<file path="config.mk">
export PLATFORM = sky130hd
export DESIGN_NAME = mem_access_stage
export DESIGN_NICKNAME = d
export VERILOG_FILES = /design/src/rtl/mem_access_stage.sv
export SDC_FILE = /design/constraint.sdc
export NUM_CORES = 1
export LEC_CHECK = 0
export ABC_CLOCK_PERIOD_IN_PS = 2750
export CAP_MARGIN = 20
export CORE_AREA = 8 8 69 71
export DETAILED_ROUTE_END_ITERATION = 10
export DIE_AREA = 0 0 77 79
export GPL_ROUTABILITY_DRIVEN = 0
export PLACE_DENSITY = 0.72
export SYNTH_ARGS = -nofsm -noshare
export SYNTH_HDL_FRONTEND = slang
export SYNTH_SLANG_ARGS = --single-unit
</file>
<file path="constraint.sdc">
create_clock -name clk -period 2.75 [get_ports clk]
set_input_delay 0.825 -clock clk [delete_from_list [all_inputs] [get_ports clk]]
set_output_delay 0.825 -clock clk [all_outputs]
set_load 0.05 [all_outputs]
</file>
<file path="src/rtl/mem_access_stage.sv">
// Purpose : pipeline memory stage; runs a load/store on the data-memory port, hands results to Writeback.
// Latency : 1 cycle for non-memory or illegal ops; 2+ cycles for memory ops (ack cycle + 1).
// Backpressure: in_ready low while a memory access is in flight or a result waits on out_ready.
//
// Ports:
//   clk, reset        - rising-edge clock, synchronous active-low reset
//   in_valid/in_ready - op handshake from Execute (mem_read, mem_write, alu_result, write_data)
//   out_valid/out_ready - result handshake to Writeback (result, err)
//   mem_req/mem_we/mem_addr/mem_wdata - data-memory request, held stable while mem_req=1
//   mem_ack/mem_rdata - one-cycle completion pulse with read data
//
// Optional build macro: MEMACC_TIMEOUT_EN -- abort an access after TIMEOUT cycles without mem_ack,
// completing it with err=1 and result=0. Without the macro the stage waits indefinitely.
module mem_access_stage #(
    parameter int WIDTH   = 8,
    parameter int TIMEOUT = 16
) (
    input  logic             clk,
    input  logic             reset,
    input  logic             in_valid,
    output logic             in_ready,
    input  logic             mem_read,
    input  logic             mem_write,
    input  logic [WIDTH-1:0] alu_result,
    input  logic [WIDTH-1:0] write_data,
    output logic             out_valid,
    input  logic             out_ready,
    output logic [WIDTH-1:0] result,
    output logic             err,
    output logic             mem_req,
    output logic             mem_we,
    output logic [WIDTH-1:0] mem_addr,
    output logic [WIDTH-1:0] mem_wdata,
    input  logic             mem_ack,
    input  logic [WIDTH-1:0] mem_rdata
);

    typedef enum logic [1:0] {
        IDLE   = 2'd0,
        ACCESS = 2'd1,
        DONE   = 2'd2
    } state_t;

    state_t state;
    state_t state_nxt;

    logic accept;
    logic is_mem;
    logic illegal;
    logic to_hit;

    // Exactly one of read/write is a memory op; both set is an illegal op that never reaches memory.
    assign is_mem  = mem_read ^ mem_write;
    assign illegal = mem_read & mem_write;
    assign accept  = in_valid & in_ready;

`ifdef MEMACC_TIMEOUT_EN
    localparam int CW = (TIMEOUT > 1) ? $clog2(TIMEOUT) : 1;

    logic [CW-1:0] to_cnt;

    // Counts ACCESS cycles without an ack; cleared whenever a new memory op is accepted.
    always_ff @(posedge clk) begin
        if (!reset) begin
            to_cnt <= '0;
        end else if (accept && is_mem) begin
            to_cnt <= '0;
        end else if (state == ACCESS && !mem_ack) begin
            to_cnt <= to_cnt + 1'b1;
        end
    end

    // An ack arriving in the expiry cycle takes priority over the abort.
    assign to_hit = (state == ACCESS) && !mem_ack && (to_cnt == CW'(TIMEOUT - 1));
`else
    assign to_hit = 1'b0;

    // TIMEOUT only matters when the abort counter is built in.
    if (TIMEOUT < 1) begin : g_timeout_unused
    end
`endif

    // ------------------------------------------------------------------
    // State register
    // ------------------------------------------------------------------
    always_ff @(posedge clk) begin
        if (!reset) begin
            state <= IDLE;
        end else begin
            state <= state_nxt;
        end
    end

    // ------------------------------------------------------------------
    // Next-state logic
    // ------------------------------------------------------------------
    always_comb begin
        state_nxt = state;
        case (state)
            IDLE, DONE: begin
                // A new op accepted in DONE is handled exactly as from IDLE, so
                // back-to-back ops flow without a bubble.
                if (accept) begin
                    state_nxt = is_mem ? ACCESS : DONE;
                end else if (state == DONE && out_ready) begin
                    state_nxt = IDLE;
                end
            end
            ACCESS: begin
                if (mem_ack || to_hit) begin
                    state_nxt = DONE;
                end
            end
            default: state_nxt = IDLE;
        endcase
    end

    // ------------------------------------------------------------------
    // Handshake outputs
    // ------------------------------------------------------------------
    always_comb begin
        out_valid = (state == DONE);
        in_ready  = (state == IDLE) || ((state == DONE) && out_ready);
    end

    // ------------------------------------------------------------------
    // Registered datapath: memory request and result
    // ------------------------------------------------------------------
    always_ff @(posedge clk) begin
        if (!reset) begin
            result    <= '0;
            err       <= 1'b0;
            mem_req   <= 1'b0;
            mem_we    <= 1'b0;
            mem_addr  <= '0;
            mem_wdata <= '0;
        end else if (accept) begin
            if (is_mem) begin
                mem_req   <= 1'b1;
                mem_we    <= mem_write;
                mem_addr  <= alu_result;
                mem_wdata <= write_data;
            end else begin
                // Non-memory and illegal ops both pass alu_result through;
                // err marks the illegal case.
                result <= alu_result;
                err    <= illegal;
            end
        end else if (state == ACCESS) begin
            if (mem_ack) begin
                mem_req <= 1'b0;
                err     <= 1'b0;
                // A store reports the data it wrote, taken from the held
                // request rather than the live Execute bus.
                result  <= mem_we ? mem_wdata : mem_rdata;
            end else if (to_hit) begin
                mem_req <= 1'b0;
                err     <= 1'b1;
                result  <= '0;
            end
        end
    end

endmodule

</file>
==> flow_metrics.tcl <==
set metrics [dict create \
    fmax_ghz 0.3849 \
    fin_crit_sh 0.9447 \
    cts-root-buf "clkbuf_8" \
    cap_violations 0 \
    via_per_inst 4.773 \
    synth_top_area_share 0.4292 \
    ir_drop_uv 617.8 \
    die_width_um 77 \
    arrival_ns 2.81 \
    grt_max_degree 30 \
    drc_errors 0 \
    cts_buffer_depth 2 \
    r2r_cells 4 \
    ys_top_cells_by_area "dfxtp_1 43%, nand2_1 12%, a21boi_0 10%, a221oi_1 5.2%, a21boi_1 5.0%" \
    ys_seq_elements 29 \
    port_buffers 59 \
    yosys_warnings 0 \
    numCtsBuffers 5 \
    track_usage 0.1320 \
    drive_above_1_share 0.08772 \
    antenna_cells 0 \
    worst_slew_pin_slew_ns 0.5222 \
    clkSinkCount 29 \
    outcome "finished, final reports clean" \
    syn_nets 195 \
    h-tree-depth 2 \
    placementRows 23 \
    grt_pass1_wl_um 6472 \
    m1WireLength_um 1748 \
    end_kind "register" \
    clkSlewWorstSetupHoldPaths_ns 0.06 \
    worstPathMaxFanout 15 \
    wl_met2_um 1690 \
    die_area_mm2 0.006083 \
    syn_area_per_cell_um2 8.298 \
    drtIter0Drc 58 \
    ioPinCount 60 \
    yosysTopAreaCell "dfxtp_1" \
    cp.required_ns 2.96 \
    overflow 0 \
    post-cts-setup-buffers 0 \
    critPathLaunchType "primary input" \
    worstSkewPairLatency_ns 0.28 \
    antenna_left 0 \
    min_path_type "register to register" \
    vias 1327 \
    finalSetupViolations 0 \
    wl_um 3862 \
    critPathMaxStageDelay_ns 0.47 \
    cts_tree "done" \
    critical_path.cell_chain "clkdlybuf4s50_1, ha_1, or4b_1, and3_4, or3_1, a21boi_1" \
    fin_ws_ns 0.1520 \
    dr_wl_met3_um 388 \
    place_hpwl_um 2971 \
    power_density_mw_per_mm2 607.9 \
    initial_utilization 0.3561 \
    synth_area_mm2 0.001353 \
    min_path_cells 2 \
    holdBufCountCts 0 \
    finalCriticalPeriod_ns 2.598 \
    power.leakage_nw 0.7842 \
    worst_clock_skew_ns 0.004799 \
    synthCells 163 \
    synth_cell_types 25 \
    slew_viol_final 0 \
    antenna_found_initial 0 \
    yosysSeqAreaShare 0.4292 \
    synthToLayoutAreaGrowth_pct 58.74 \
    max_slew_margin 0.6508 \
    layout_commonest_cell "clkdlybuf4s50_1" \
    first_pass_iters 4 \
    fin_setup_tns_ns 0 \
    fin_nets 259 \
    crit_slowest_cell "or4b_1" \
    setup.worst_path.class "primary input to register" \
    hold_ws_ns 0.4547 \
    dieHeight_um 79 \
    fin_total_pwr_w 0.001305 \
    core-area_mm2 0.003799 \
    wl_per_cell_um 13.89 \
    rsz0062_at_grt "no" \
    top_layer "met4" \
    finalHoldViolCount 0 \
    grt_pass1_vias 1369 \
    layout_common_cells "58 x clkdlybuf4s50_1, 43 x nand2_1, 29 x dfxtp_1, 18 x a21boi_0, 12 x buf_4" \
    place_worst_setup_slack_ns -0.2819 \
]
## layer usage
| metal | global-route usage | up-vias |
|---|---|---|
| li1 | - | 691 |
| met1 | 0.1561 | 586 |
| met2 | 0.1988 | 44 |
| met3 | 0.07901 | 6 |
| met4 | 0.03396 | 0 |
| met5 | 0 | - |
## path summary, 6_finish.rpt
path | slack, ns | startpoint | to
max | 0.15 | mem_write | result[3]
min | 0.45 | result[5] | result[5]
max reg2reg | 1.03 | state[0] | result[3]
min reg2reg | 0.45 | result[5] | result[5]
## Yosys cell counts
cell	number
nand2_1	43
dfxtp_1	29
a21boi_0	18
nor2b_1	10
a21boi_1	9
a221oi_1	8
clkbuf_1	8
nor3_1	8
or3_1	8
buf_2	3
nand2b_1	3
and2b_1	2
and3_1	2
a21oi_1	1
buf_1	1
buf_6	1
ha_1	1
nand3_1	1
nand3b_1	1
nor2_1	1
nor3b_1	1
nor4b_1	1
o21a_1	1
or4b_1	1
or4bb_1	1
## power breakdown
part           total [W]  internal (W)  switching (W)  leakage (nW)
logic           0.000377      0.000161       0.000217         0.489
clock network   0.000453      0.000295       0.000158        0.0585
registers       0.000475      0.000453      0.0000215         0.237
total            0.00131      0.000909       0.000396         0.784
## through the flow
step / area [um^2] / instances / util
2_1_floorplan: 1353 / 163 / -
3_3_place_gp: 2026 / 270 / 0.5333
3_5_place_dp: 2026 / 270 / 0.5333
4_1_cts: 2142 / 278 / 0.5639
5_1_grt: 2147 / 278 / 0.5652
6_report: 2147 / 278 / 0.5652
## flip-flops by register name, summed over array words and instances (netlist names)
register   flops
mem_wdata      8
err            1
mem_req        1
mem_addr       8
result         8
state          2
mem_we         1
## repair_timing
action,4_1_cts,5_1_grt
endpoints found under the setup margin,0,8
hold endpoints to repair,0,0
gates resized for setup,0,2
## logic make-up after synthesis
family,share of synthesized area
AO/OA/AOI/OAI,0.2109
adder cells (fa/ha/maj),0.009249
buffers and inverters,0.04440
flip-flops,0.4292
AND/OR/NAND/NOR,0.3062
## critical path, delay by kind of cell
family / cells / cell delay [ns]
compound gates: 1 / 0.15
fa+ha+maj: 1 / 0.31
buf+inv: 1 / 0.42
simple gates: 3 / 1.10
## layout make-up
class	count	area, um^2
tap	50	62.56
fill	348	1652
sequential	29	580.6
timing repair buffer	70	670.6
multi-input combinational	121	716.9
clock buffer	7	86.33
clock inverter	1	30.03
Power figures use the tool's default switching activity.
